===== config.mk =====
export PLATFORM = sky130hd
export DESIGN_NAME = jt51_csr_ch_wr
export DESIGN_NICKNAME = d
export VERILOG_FILES = /design/src/rtl/jt51_csr_ch_pkg.sv /design/src/rtl/jt51_csr_ch_dec.sv /design/src/rtl/jt51_csr_ch_wr.sv
export SDC_FILE = /design/constraint.sdc
export NUM_CORES = 1
export LEC_CHECK = 0
export ABC_AREA = 1
export ABC_CLOCK_PERIOD_IN_PS = 3100
export CELL_PAD_IN_SITES_DETAIL_PLACEMENT = 1
export CELL_PAD_IN_SITES_GLOBAL_PLACEMENT = 1
export CORE_AREA = 3 3 43 84
export DETAILED_ROUTE_END_ITERATION = 7
export DIE_AREA = 0 0 46 87
export HOLD_SLACK_MARGIN = 0.08
export PLACE_DENSITY = 0.87
export SKIP_CTS_REPAIR_TIMING = 1
export SYNTH_ARGS = -nofsm -noshare
export SYNTH_HDL_FRONTEND = slang
export SYNTH_SLANG_ARGS = --single-unit

===== constraint.sdc =====
create_clock -name clk -period 3.1 [get_ports clk]
set_clock_uncertainty 0.1 [all_clocks]
set_input_delay 0.62 -clock clk [delete_from_list [all_inputs] [get_ports clk]]
set_output_delay 0.62 -clock clk [all_outputs]
set_load 0.03 [all_outputs]

===== src/rtl/jt51_csr_ch_pkg.sv =====
// rtl/jt51_csr_ch_pkg.sv - shared constants and types for the channel-register write front end
package jt51_csr_ch_pkg;

   localparam logic [7:0] CH_BASE_DEFAULT = 8'h20;
   localparam int         NCH             = 8;

   typedef enum logic [1:0] {
      GRP_RLFBCON = 2'd0,
      GRP_KC      = 2'd1,
      GRP_KF      = 2'd2,
      GRP_AMSPMS  = 2'd3
   } grp_t;

   // Bit order matches the field packing of the channel register store
   localparam int STB_RL  = 0;
   localparam int STB_FB  = 1;
   localparam int STB_CON = 2;
   localparam int STB_KC  = 3;
   localparam int STB_KF  = 4;
   localparam int STB_AMS = 5;
   localparam int STB_PMS = 6;
   localparam int NSTB    = 7;

   typedef enum logic {
      ST_IDLE = 1'b0,
      ST_WAIT = 1'b1
   } state_t;

   function automatic logic [NSTB-1:0] grp_mask(input logic [1:0] g);
      logic [NSTB-1:0] m;
      m = '0;
      case (g)
         GRP_RLFBCON: begin
            m[STB_RL]  = 1'b1;
            m[STB_FB]  = 1'b1;
            m[STB_CON] = 1'b1;
         end
         GRP_KC:  m[STB_KC] = 1'b1;
         GRP_KF:  m[STB_KF] = 1'b1;
         default: begin
            m[STB_AMS] = 1'b1;
            m[STB_PMS] = 1'b1;
         end
      endcase
      return m;
   endfunction

endpackage


===== src/rtl/jt51_csr_ch_dec.sv =====
// rtl/jt51_csr_ch_dec.sv - channel-register address decode and group-to-strobe mask
module jt51_csr_ch_dec
   import jt51_csr_ch_pkg::*;
#(
   parameter logic [7:0] CH_BASE = CH_BASE_DEFAULT
) (
   input  logic [7:0] addr,
   input  logic [1:0] grp_sel,
   output logic       in_range,
   output logic [2:0] ch,
   output logic [1:0] grp,
   output logic [6:0] mask
);

   logic [7:0] off;

   // Addresses below the base wrap to large offsets and fall out of range
   assign off      = addr - CH_BASE;
   assign in_range = (off[7:5] == 3'b000);
   assign ch       = off[2:0];
   assign grp      = off[4:3];
   assign mask     = grp_mask(grp_sel);

endmodule


===== src/rtl/jt51_csr_ch_wr.sv =====
// rtl/jt51_csr_ch_wr.sv - holds a CPU channel-register write until its rotating slot comes round
module jt51_csr_ch_wr
   import jt51_csr_ch_pkg::*;
#(
   parameter logic [7:0] CH_BASE = CH_BASE_DEFAULT
) (
   input  logic       rst,
   input  logic       clk,
   input  logic       cen,
   input  logic       zero,
   input  logic       wr_valid,
   input  logic [7:0] wr_addr,
   input  logic [7:0] wr_data,
   output logic       wr_ready,
   output logic       busy,
   output logic       overrun,
   output logic [2:0] slot,
   output logic [7:0] dout,
   output logic       up_rl_ch,
   output logic       up_fb_ch,
   output logic       up_con_ch,
   output logic       up_kc_ch,
   output logic       up_kf_ch,
   output logic       up_ams_ch,
   output logic       up_pms_ch
);

   state_t     state, state_nxt;
   logic [2:0] ch_q;
   logic [1:0] grp_q;
   logic       dec_in_range;
   logic [2:0] dec_ch;
   logic [1:0] dec_grp;
   logic [6:0] mask;
   logic       accept;
   logic       latch;
   logic       fire;
   logic [6:0] stb;

   jt51_csr_ch_dec #(.CH_BASE(CH_BASE)) u_dec (
      .addr     (wr_addr),
      .grp_sel  (grp_q),
      .in_range (dec_in_range),
      .ch       (dec_ch),
      .grp      (dec_grp),
      .mask     (mask)
   );

   assign busy     = (state == ST_WAIT);
   assign wr_ready = ~busy;
   assign accept   = wr_valid & wr_ready;
   assign latch    = accept & dec_in_range;
   assign fire     = busy & cen & (slot == ch_q);
   assign stb      = fire ? mask : '0;

   assign up_rl_ch  = stb[STB_RL];
   assign up_fb_ch  = stb[STB_FB];
   assign up_con_ch = stb[STB_CON];
   assign up_kc_ch  = stb[STB_KC];
   assign up_kf_ch  = stb[STB_KF];
   assign up_ams_ch = stb[STB_AMS];
   assign up_pms_ch = stb[STB_PMS];

   always_comb begin
      state_nxt = state;
      case (state)
         ST_IDLE: if (latch) state_nxt = ST_WAIT;
         ST_WAIT: if (fire)  state_nxt = ST_IDLE;
         default:            state_nxt = ST_IDLE;
      endcase
   end

   always_ff @(posedge clk or posedge rst) begin
      if (rst) begin
         state <= ST_IDLE;
      end else begin
         state <= state_nxt;
      end
   end

   always_ff @(posedge clk or posedge rst) begin
      if (rst) begin
         slot <= 3'd0;
      end else if (cen) begin
         if (zero || slot == 3'(NCH - 1)) slot <= 3'd0;
         else                             slot <= slot + 3'd1;
      end
   end

   // Out-of-range writes complete the handshake but leave the held write untouched
   always_ff @(posedge clk or posedge rst) begin
      if (rst) begin
         ch_q  <= 3'd0;
         grp_q <= 2'd0;
         dout  <= 8'd0;
      end else if (latch) begin
         ch_q  <= dec_ch;
         grp_q <= dec_grp;
         dout  <= wr_data;
      end
   end

   always_ff @(posedge clk or posedge rst) begin
      if (rst) begin
         overrun <= 1'b0;
      end else begin
         overrun <= wr_valid & busy;
      end
   end

endmodule


==> metrics.yaml, run 1 <==
run_status:
  status: "finished, final reports clean"
power:
  sw_frac_of_total_pct: 41.66
  p_int_mw: 0.6470
  p_per_area_nw_per_um2: 811.0
  combPwrFrac_pct: 49.3
  power_switching_mw: 0.4621
  leakage_nw: 0.6958
  ir_worst_vdd_v: 0.0004092
  clockPowerShare_pct: 14.4
  seqPwrFrac_pct: 36.3
detailed_routing:
  drc_errors: 0
  via_per_inst: 4.596
  first_pass_iters: 3
  drtAntennaViolNets: 0
  vias: 818
  wl_per_cell_um: 12.93
  drt_iter0_drc: 12
  drt_wl_total_um: 2301
clocking:
  h-tree-depth: 1
  cts.clk_slew.worst_paths_ps: 60
  worstSkewPairLatency_ps: 250
  cts_buffers: 3
  cts_tree: "yes"
  cts.sinks: 18
  clk_path_buf_depth: 2
  root_buffer: "clkbuf_8"
final_layout:
  final_common_cell: "clkdlybuf4s50_1"
  nNetsFinal: 173
  syn2layout_area_growth_pct: 45.35
  fillerInstances: 373
  final_cell_mix: "clkdlybuf4s50_1, nand2_1, inv_1"
  drive_gt1_share_pct: 20.95
  antennaDiodeCount: 0
  fin_area_sq_um: 1368
timing:
  fin_setup_tns_ps: 0
  tightest_slew_ps: 690.5
  maxSlewViolCount: 0
  hold_viol: 0
  setup_viol_count_final: 0
  min_period_ps: 2670
  relSlewSlack_pct: 53.92
  rsz0062_at_grt: "no"
  max_freq_ghz: 0.3745
  fin_crit_sh_pct: 86.13
setup_path:
  critPathArrivalTime_ps: 1950
  r2r_setup_slack_ps: 1630
  ff2ff_path_depth: 6
  worstSetupStartpointType: "input port"
  cp_max_fo: 7
  cp.required_ps: 2380
  r2r_start: "busy"
  r2r_end: "dout[6]"
  path_class: "in2out"
  end_kind: "output pin"
hold_path:
  whs_path_depth: 2
  hp-class: "reg2reg"
  hold_end: "dout[2]"
  min_from: "dout[2]"
floorplanning:
  die-width_um: 46
  fp-row-count: 28
  start_util_pct: 31.23
  fp.dieArea_sq_um: 4002
  die_height_um: 87
  coreArea_sq_um: 3013
  pin_count: 42
grt:
  antenna_found_initial: 0
  grt_pass1_wl_um: 3877
  grt_max_degree: 28
  grt-ovfl-total: 0
  grt_pass1_vias: 903
  grt_util_all_layers_pct: 13.10
placement:
  dpl-instance-area_sq_um: 1326
  port_buffers: 41
  gp_congestion: 0.7517
  hpwlAfterDp_um: 1873
synth:
  yosys_warnings: 0
  seq_area_frac_synth_pct: 47.87
  ys_ff_latch: 18
  synth_cells: 109
  syn_area_sq_um: 940.9
  ys_types: 14
  syn_area_per_cell_sq_um: 8.632
  syn_nets: 132
run:
  maxCapViolCount: 0
==> critical path, cell delays in order <==
cell             delay, ps
clkdlybuf4s50_1        570
nand2_1                 80
inv_1                   60
nand2_1                 40
nor2_1                 120
nand3_1                100
nor2_1                 170
buf_4                  190
==> routing by layer <==
metal / vias to the layer above / track usage (%) / share of wire [%]
met2: 24 / 24.37 / 59
met5: - / 0 / 0
met1: 390 / 13.20 / 34
met3: 4 / 2.899 / 5.5
li1: 400 / - / -
met4: 0 / 4.663 / 1.3
==> cell type report <==
cell class | count | area, sq um | share of cell area, %
Tap cell | 30 | 37.54 | 2.745
Clock buffer | 3 | 41.29 | 3.019
Inverter | 25 | 93.84 | 6.862
Timing Repair Buffer | 41 | 392.9 | 28.73
Multi-Input combinational cell | 61 | 351.6 | 25.71
Sequential cell | 18 | 450.4 | 32.94
==> sequential cells by signal (all words and copies together), names as in the netlist <==
register,count
ch_q,3
busy,1
dout,8
slot,3
overrun,1
grp_q,2
==> per-stage QoR <==
stage | utilization (%) | cells | setup WS, ps | power [mW] | hold slack (ps)
5_1_grt | 45.39 | 178 | 212.5 | 1.197 | 429.5
2_1_floorplan | - | 109 | 693.3 | 0.7360 | 377.5
3_3_place_gp | 44.02 | 175 | 462.9 | 0.9334 | 369.6
6_report | 45.39 | 178 | 430.1 | 1.109 | 394.3
3_5_place_dp | 44.02 | 175 | 432.6 | 0.9640 | 384.5
4_1_cts | 45.39 | 178 | 420.3 | 1.129 | 401.7
==> worst max path at each step <==
stage               slack, ps   endpoint  startpoint  cells past startpoint
global route              210   up_rl_ch         cen                      8
finish                    430   up_rl_ch         cen                      8
global placement          460  up_con_ch         cen                      8
floorplan                 690   up_fb_ch         cen                      7
CTS                       420   up_rl_ch         cen                      8
detailed placement        430   up_rl_ch         cen                      8
==> synth_stat cells (all sizes together) <==
cell | number | share of area (%)
nand2 | 29 | 13
inv | 25 | 10
dfrtp | 18 | 48
o21ai | 16 | 14
nor2 | 9 | 4.4
buf | 5 | 4.8
nand3 | 5 | 4.0
ha | 2 | 2.7
==> cells by family (layout without fill, tap and decap cells) <==
kind of cell	Yosys count	in the layout	synth area share, %
flip-flops	18	18	47.87
AND/OR/NAND/NOR	43	43	21.01
AO/OA/AOI/OAI	16	16	13.70
buffers and inverters	30	69	14.76
adder cells (fa/ha/maj)	2	2	2.659
==> power by group through the flow <==
stage	logic [mW]	clock network [mW]	registers, mW
finish	0.547	0.159	0.403
global placement	0.533	0	0.401
CTS	0.558	0.164	0.407
detailed placement	0.555	0	0.409
floorplan	0.216	0	0.520
global route	0.601	0.178	0.418
No activity file was read; power rests on OpenSTA's default activity.
==> inputs of run 2 (changes only) <==
--- a/config.mk
+++ b/config.mk
@@ -10,6 +10,8 @@
 export CELL_PAD_IN_SITES_DETAIL_PLACEMENT = 1
 export CELL_PAD_IN_SITES_GLOBAL_PLACEMENT = 1
 export CORE_AREA = 3 3 43 84
+export CTS_CLUSTER_DIAMETER = 60
+export CTS_CLUSTER_SIZE = 8
 export DETAILED_ROUTE_END_ITERATION = 7
 export DIE_AREA = 0 0 46 87
 export HOLD_SLACK_MARGIN = 0.08
==> results of run 2 <==
The final DEF is identical to that of run 1; final timing and power are the same.
